## config.mk

```make
export PLATFORM = sky130hd
export DESIGN_NAME = seq_addsub
export DESIGN_NICKNAME = d
export VERILOG_FILES = /design/src/rtl/seq_addsub.sv
export SDC_FILE = /design/constraint.sdc
export NUM_CORES = 1
export LEC_CHECK = 0
export ABC_AREA = 1
export BUFFER_PORTS_ARGS = -buffer_cell sky130_fd_sc_hd__buf_2
export CAP_MARGIN = 20
export CORE_AREA = 2 2 82 84
export DETAILED_ROUTE_END_ITERATION = 6
export DIE_AREA = 0 0 84 86
export PLACE_DENSITY = 0.73
export SLEW_MARGIN = 20
export SYNTH_ARGS = -nofsm -noshare
export SYNTH_HDL_FRONTEND = slang
export SYNTH_SLANG_ARGS = --single-unit
```

## constraint.sdc

```tcl
create_clock -name clk -period 5.63 [get_ports clk]
set_clock_uncertainty 0.15 [all_clocks]
set_input_delay 0.563 -clock clk [delete_from_list [all_inputs] [get_ports clk]]
set_output_delay 0.563 -clock clk [all_outputs]
set_load 0.01 [all_outputs]
```

## src/rtl/seq_addsub.sv

```systemverilog
`default_nettype none
// ============================================================================
//  Module   : seq_addsub
//  Purpose  : Multi-cycle WIDTH-bit adder/subtractor. One SLICE-bit slice is
//             added per clock, LSB slice first, so the critical path is a
//             single SLICE-bit adder. A start/busy/done handshake frames each
//             operation; carry-out, signed-overflow and zero flags are
//             produced with the result.
//  Ports    : clk    - clock, rising edge
//             rst_n  - asynchronous active-low reset
//             start  - operation request (accepted in IDLE or DONE only)
//             sub    - 0: a + b + cin, 1: a + ~b + cin
//             a, b   - operands, captured on an accepted start
//             cin    - carry into slice 0, captured on an accepted start
//             busy   - high while slices are being processed
//             done   - one-cycle pulse when results become valid
//             sum    - result, held until the next accepted start
//             cout   - carry out of the MSB
//             ov     - signed overflow
//             zero   - final sum equals zero
//             sat    - result was saturated (0 when saturation is disabled)
//  Options  : define SEQ_ADDSUB_SAT_EN to clamp overflowing results to the
//             signed limit of the operand sign.
//  Revision : 1.0 - initial release
// ============================================================================
module seq_addsub #(
    parameter int WIDTH = 16,
    parameter int SLICE = 4
) (
    input  logic             clk,
    input  logic             rst_n,
    input  logic             start,
    input  logic             sub,
    input  logic [WIDTH-1:0] a,
    input  logic [WIDTH-1:0] b,
    input  logic             cin,
    output logic             busy,
    output logic             done,
    output logic [WIDTH-1:0] sum,
    output logic             cout,
    output logic             ov,
    output logic             zero,
    output logic             sat
);

    localparam int c_num_slices = WIDTH / SLICE;
    localparam int c_cnt_w      = (c_num_slices > 1) ? $clog2(c_num_slices) : 1;
    localparam logic [c_cnt_w-1:0] c_last = c_cnt_w'(c_num_slices - 1);

    generate
        if ((WIDTH % SLICE) != 0 || c_num_slices < 1) begin : g_param_check
            $error("seq_addsub: WIDTH must be a non-zero multiple of SLICE");
        end
    endgenerate

    typedef enum logic [1:0] {
        ST_IDLE = 2'd0,
        ST_RUN  = 2'd1,
        ST_DONE = 2'd2
    } state_t;

    state_t               r_state;
    state_t               w_state_next;

    logic [WIDTH-1:0]     r_a;
    logic [WIDTH-1:0]     r_b;      // already inverted for subtraction
    logic                 r_carry;
    logic [c_cnt_w-1:0]   r_cnt;
    logic [WIDTH-1:0]     r_sum;
    logic                 r_cout;
    logic                 r_ov;
    logic                 r_zero;

    logic                 w_accept;
    logic                 w_last;
    logic [SLICE-1:0]     w_a_sl;
    logic [SLICE-1:0]     w_b_sl;
    logic [SLICE:0]       w_add;
    logic [WIDTH-1:0]     w_sum_next;
    logic [WIDTH-1:0]     w_final;
    logic                 w_ov;

    // ------------------------------------------------------------------------
    // State register
    // ------------------------------------------------------------------------
    always_ff @(posedge clk or negedge rst_n) begin
        if (!rst_n) begin
            r_state <= ST_IDLE;
        end else begin
            r_state <= w_state_next;
        end
    end

    // ------------------------------------------------------------------------
    // Next-state logic
    // ------------------------------------------------------------------------
    always_comb begin
        w_state_next = r_state;
        case (r_state)
            ST_IDLE: if (start)  w_state_next = ST_RUN;
            ST_RUN:  if (w_last) w_state_next = ST_DONE;
            ST_DONE: w_state_next = start ? ST_RUN : ST_IDLE;
            default: w_state_next = ST_IDLE;
        endcase
    end

    assign w_accept = start && (r_state == ST_IDLE || r_state == ST_DONE);
    assign w_last   = (r_state == ST_RUN) && (r_cnt == c_last);

    // ------------------------------------------------------------------------
    // Slice adder
    // ------------------------------------------------------------------------
    assign w_a_sl = r_a[r_cnt*SLICE +: SLICE];
    assign w_b_sl = r_b[r_cnt*SLICE +: SLICE];
    assign w_add  = {1'b0, w_a_sl} + {1'b0, w_b_sl} + {{SLICE{1'b0}}, r_carry};

    // The sum register is updated in place; earlier slices are already final.
    always_comb begin
        w_sum_next = r_sum;
        w_sum_next[r_cnt*SLICE +: SLICE] = w_add[SLICE-1:0];
    end

    // Carry into the MSB equals a ^ b ^ sum at that bit, so overflow is that
    // XOR combined with the carry out. Only meaningful on the last slice.
    assign w_ov = r_a[WIDTH-1] ^ r_b[WIDTH-1] ^ w_sum_next[WIDTH-1] ^ w_add[SLICE];

`ifdef SEQ_ADDSUB_SAT_EN
    logic             r_sat;
    logic             w_sat;
    logic [WIDTH-1:0] w_sat_val;

    // Both operand signs clear means the true result overflowed upwards.
    assign w_sat_val = (!r_a[WIDTH-1] && !r_b[WIDTH-1]) ? {1'b0, {(WIDTH-1){1'b1}}}
                                                       : {1'b1, {(WIDTH-1){1'b0}}};
    assign w_sat     = w_last && w_ov;
    assign w_final   = w_sat ? w_sat_val : w_sum_next;

    always_ff @(posedge clk or negedge rst_n) begin
        if (!rst_n) begin
            r_sat <= 1'b0;
        end else if (w_accept) begin
            r_sat <= 1'b0;
        end else if (w_last) begin
            r_sat <= w_sat;
        end
    end

    assign sat = r_sat;
`else
    assign w_final = w_sum_next;
    assign sat     = 1'b0;
`endif

    // ------------------------------------------------------------------------
    // Datapath registers
    // ------------------------------------------------------------------------
    always_ff @(posedge clk or negedge rst_n) begin
        if (!rst_n) begin
            r_a     <= '0;
            r_b     <= '0;
            r_carry <= 1'b0;
            r_cnt   <= '0;
            r_sum   <= '0;
            r_cout  <= 1'b0;
            r_ov    <= 1'b0;
            r_zero  <= 1'b0;
        end else if (w_accept) begin
            r_a     <= a;
            r_b     <= sub ? ~b : b;
            r_carry <= cin;
            r_cnt   <= '0;
            r_cout  <= 1'b0;
            r_ov    <= 1'b0;
            r_zero  <= 1'b0;
        end else if (r_state == ST_RUN) begin
            r_sum   <= w_final;
            r_carry <= w_add[SLICE];
            r_cnt   <= r_cnt + 1'b1;
            if (w_last) begin
                r_cout <= w_add[SLICE];
                r_ov   <= w_ov;
                r_zero <= (w_final == '0);
            end
        end
    end

    assign busy = (r_state == ST_RUN);
    assign done = (r_state == ST_DONE);
    assign sum  = r_sum;
    assign cout = r_cout;
    assign ov   = r_ov;
    assign zero = r_zero;

endmodule
`default_nettype wire

```

==> load_flow_metrics.sql <==
INSERT INTO impl_metrics (metric_group, metric, value, unit) VALUES
('synth', 'post_synthesis_sequential_area_ratio', '45.75', '%'),
('placed_design', 'routabilityCongestion', '0.8632', ''),
('clock_network', 'htreeDepth', '2', ''),
('floorplan', 'die_width', '84', 'um'),
('clock_network', 'path_clk_slew', '100', 'ps'),
('worst_setup_path', 'start_kind', 'flip-flop', ''),
('cells_and_area', 'area_added_between_synthesis_and_finish', '14.17', '%'),
('route', 'postRouteAntennaNets', '0', ''),
('worst_setup_path', 'worst-setup-path-type', 'reg2reg', ''),
('timing', 'final_critical_path_setup_slack', '2162', 'ps'),
('clock_network', 'cts.repair_timing.setup_buffer_count', '0', ''),
('timing', 'hold_violation_total_from_the_final_report', '0', ''),
('floorplan', 'dieArea', '7224', 'um2'),
('cells_and_area', 'drive_gt1_share', '23.47', '%'),
('route', 'wire_per_inst', '13.30', 'um'),
('synth', 'synth_cell_types', '33', ''),
('clock_network', 'cts-buffers-inserted', '5', ''),
('global_routing', 'number_of_global_route_vias_before_repair', '2388', ''),
('worst_setup_path', 'worstPathArrival', '3530', 'ps'),
('placed_design', 'preCtsSetupSlack', '2220', 'ps'),
('route', 'drt_drc_violations_left', '0', ''),
('floorplan', 'start_util', '48.79', '%'),
('clock_network', 'cts.sink_count', '56', ''),
('synth', 'synth-main-ff-cell', 'sky130_fd_sc_hd__dfrtp_1', ''),
('clock_network', 'ctsLongestPathBuffers', '2', ''),
('timing', 'grt_setup_unrepaired', 'no', ''),
('timing', 'timing.final.crit_period', '3468', 'ps'),
('power', 'total_leakage_power', '0.001751', 'uW'),
('clock_network', 'clock_latency', '310', 'ps'),
('route', 'viasPerCell', '5.084', ''),
('cells_and_area', 'top_library_cells_by_usage_in_the_layout_fill_and_taps_aside', '83 x sky130_fd_sc_hd__nand2_1, 57 x sky130_fd_sc_hd__buf_2, 56 x sky130_fd_sc_hd__dfrtp_1', ''),
('worst_setup_path', 'worst_path_maximum_fanout', '28', ''),
('clock_network', 'tritoncts', 'done', ''),
('timing', 'worst_slew_margin_rel', '35.23', '%'),
('power', 'power_density_over_the_cells', '637.9', 'nW/um2'),
('synth', 'syn_nets', '407', ''),
('route', 'top_layer', 'met4', ''),
('timing', 'finalSetupViolations', '0', ''),
('cells_and_area', 'most_frequent_standard_cell_in_the_layout_excluding_fill_and_tap_cells', 'sky130_fd_sc_hd__nand2_1', ''),
('route', 'router_iterations_before_antenna_repair', '4', ''),
('worst_setup_path', 'end_kind', 'flip-flop', ''),
('route', 'wirelength', '6466', 'um'),
('timing', 'final_min_period_over_clock_period', '61.60', '%'),
('synth', 'synth_top_cell_by_area', 'sky130_fd_sc_hd__dfrtp_1', ''),
('synth', 'synth.top_cells.by_area', 'sky130_fd_sc_hd__dfrtp_1 46%, sky130_fd_sc_hd__nand2_1 10%, sky130_fd_sc_hd__o21ai_0 6.9%, sky130_fd_sc_hd__mux2_2 5.9%, sky130_fd_sc_hd__xnor2_1 4.6%', ''),
('cells_and_area', 'fillers', '576', ''),
('floorplan', 'die_h', '86', 'um'),
('route', 'vias', '2471', ''),
('clock_network', 'cts.repair.resized', '0', ''),
('placed_design', 'half_perimeter_wire_length_after_detailed_placement', '4811', 'um'),
('synth', 'post_synthesis_async_set_or_reset_flop_share', '100.0', '%'),
('synth', 'synth-edff-count', '0', ''),
('clock_network', 'clockRootBuffer', 'sky130_fd_sc_hd__clkbuf_8', ''),
('global_routing', 'grt_first_pass_wirelength', '11290', 'um'),
('cells_and_area', 'fin_nets', '456', ''),
('timing', 'tightestPinTransition', '969.2', 'ps'),
('run_status', 'outcome', 'complete, no violations', ''),
('timing', 'setup_tns', '0', 'ps'),
('synth', 'number_of_storage_elements_in_the_synthesis_netlist', '56', ''),
('route', 'wl_met1', '2972', 'um'),
('global_routing', 'grt_max_degree', '57', ''),
('worst_setup_path', 'cp.required', '5690', 'ps'),
('cells_and_area', 'ant_diodes', '0', ''),
('synth', 'post-synth-top-area-fraction', '45.75', '%'),
('global_routing', 'antenna_found_initial', '0', ''),
('min_path', 'timing.hold.worst.class', 'in2async', ''),
('synth', 'syn_avg_cell_area', '8.532', 'um2'),
('clock_network', 'ctsHoldBuffers', '0', ''),
('synth', 'syn_inst', '359', ''),
('route', 'dr_wl_met2', '3191', 'um'),
('global_routing', 'grt_usage', '19.27', '%');
[through the flow]
step	utilization, %	hold slack, ps	instances	area (um2)
2_1_floorplan	-	117.4	359	3063
3_3_place_gp	53.78	318.7	478	3376
3_5_place_dp	53.78	318.2	478	3376
4_1_cts	55.71	248.5	486	3497
5_1_grt	55.71	280.3	486	3497
6_report	55.71	212.8	486	3497
[flip-flops by register name, indices dropped and copies added (netlist names), 2 cells and up]
register and flops:
r_state 2, r_a 16, r_cnt 2, sum 16, r_b 16
[critical path, stage by stage (launching register included)]
cell                      delay [ps]
sky130_fd_sc_hd__dfrtp_1         950
sky130_fd_sc_hd__inv_4           230
sky130_fd_sc_hd__o21ai_0         230
sky130_fd_sc_hd__o22ai_1         120
sky130_fd_sc_hd__fa_1            440
sky130_fd_sc_hd__inv_1            90
sky130_fd_sc_hd__fa_1            430
sky130_fd_sc_hd__nor2_1          160
sky130_fd_sc_hd__nand3_1          90
sky130_fd_sc_hd__nand2_1          90
sky130_fd_sc_hd__inv_1            50
sky130_fd_sc_hd__nand3_1          70
sky130_fd_sc_hd__nor2_1           40
sky130_fd_sc_hd__nand3_1          60
sky130_fd_sc_hd__nor2_1           60
sky130_fd_sc_hd__nand3_1          60
sky130_fd_sc_hd__nand2_1          50
[kinds of logic after synthesis]
logic type | Yosys count | synth area share (%)
fa+ha+maj | 11 | 4.984
flops | 56 | 45.75
simple gates | 140 | 18.79
mux | 16 | 5.882
buf+inv | 49 | 6.740
xor+xnor | 18 | 5.147
other cells | 1 | 0.1224
compound gates | 68 | 12.58
[Yosys cell counts (all sizes together), types with 2 or more instances]
cell type,n
inv,31
a21oi,7
xnor2,16
nor2,35
buf,10
dfrtp,56
ha,9
o22ai,7
nand2,85
mux2,16
xor2,2
o21ai,43
nand4,2
fa,2
a31oi,4
a32oi,2
clkbuf,7
nand3,18
[layer usage]
layer | track usage [%] | vias up
met4 | 4.985 | 0
met1 | 25.36 | 1139
met3 | 3.850 | 6
met5 | 0 | -
met2 | 32.87 | 63
li1 | - | 1263
[final cells by class]
class / instances / area, um2 / share of cell area (%)
inverters: 32 / 122.6 / 3.506
well taps: 77 / 96.34 / 2.755
clock inverters: 2 / 38.79 / 1.109
multi-input cells: 254 / 1455 / 41.61
repair buffers: 59 / 300.3 / 8.587
clock buffers: 6 / 82.58 / 2.361
flip-flops and latches: 56 / 1401 / 40.07
[final timing paths]
check | start | slack (ps) | endpoint | depth (start not counted)
max | r_cnt[0]$_DFFE_PN0P_ | 2160 | zero$_DFFE_PN0P_ | 16
min | rst_n | 210 | sum[12]$_DFFE_PN0P_ | 2
max reg2reg | r_cnt[0]$_DFFE_PN0P_ | 2160 | zero$_DFFE_PN0P_ | 16
min reg2reg | ov$_DFFE_PN0P_ | 340 | ov$_DFFE_PN0P_ | 2
max in group asynchronous | rst_n | 4630 | r_a[9]$_DFFE_PN0P_ | 2
min in group clk | a[12] | 330 | r_a[12]$_DFFE_PN0P_ | 2
[power by group]
group	internal [uW]	total (uW)	switching [uW]
Combinational	467	1220	754
Clock	146	278	132
Sequential	579	733	154
Note: power is estimated with default switching activity, not from simulation.
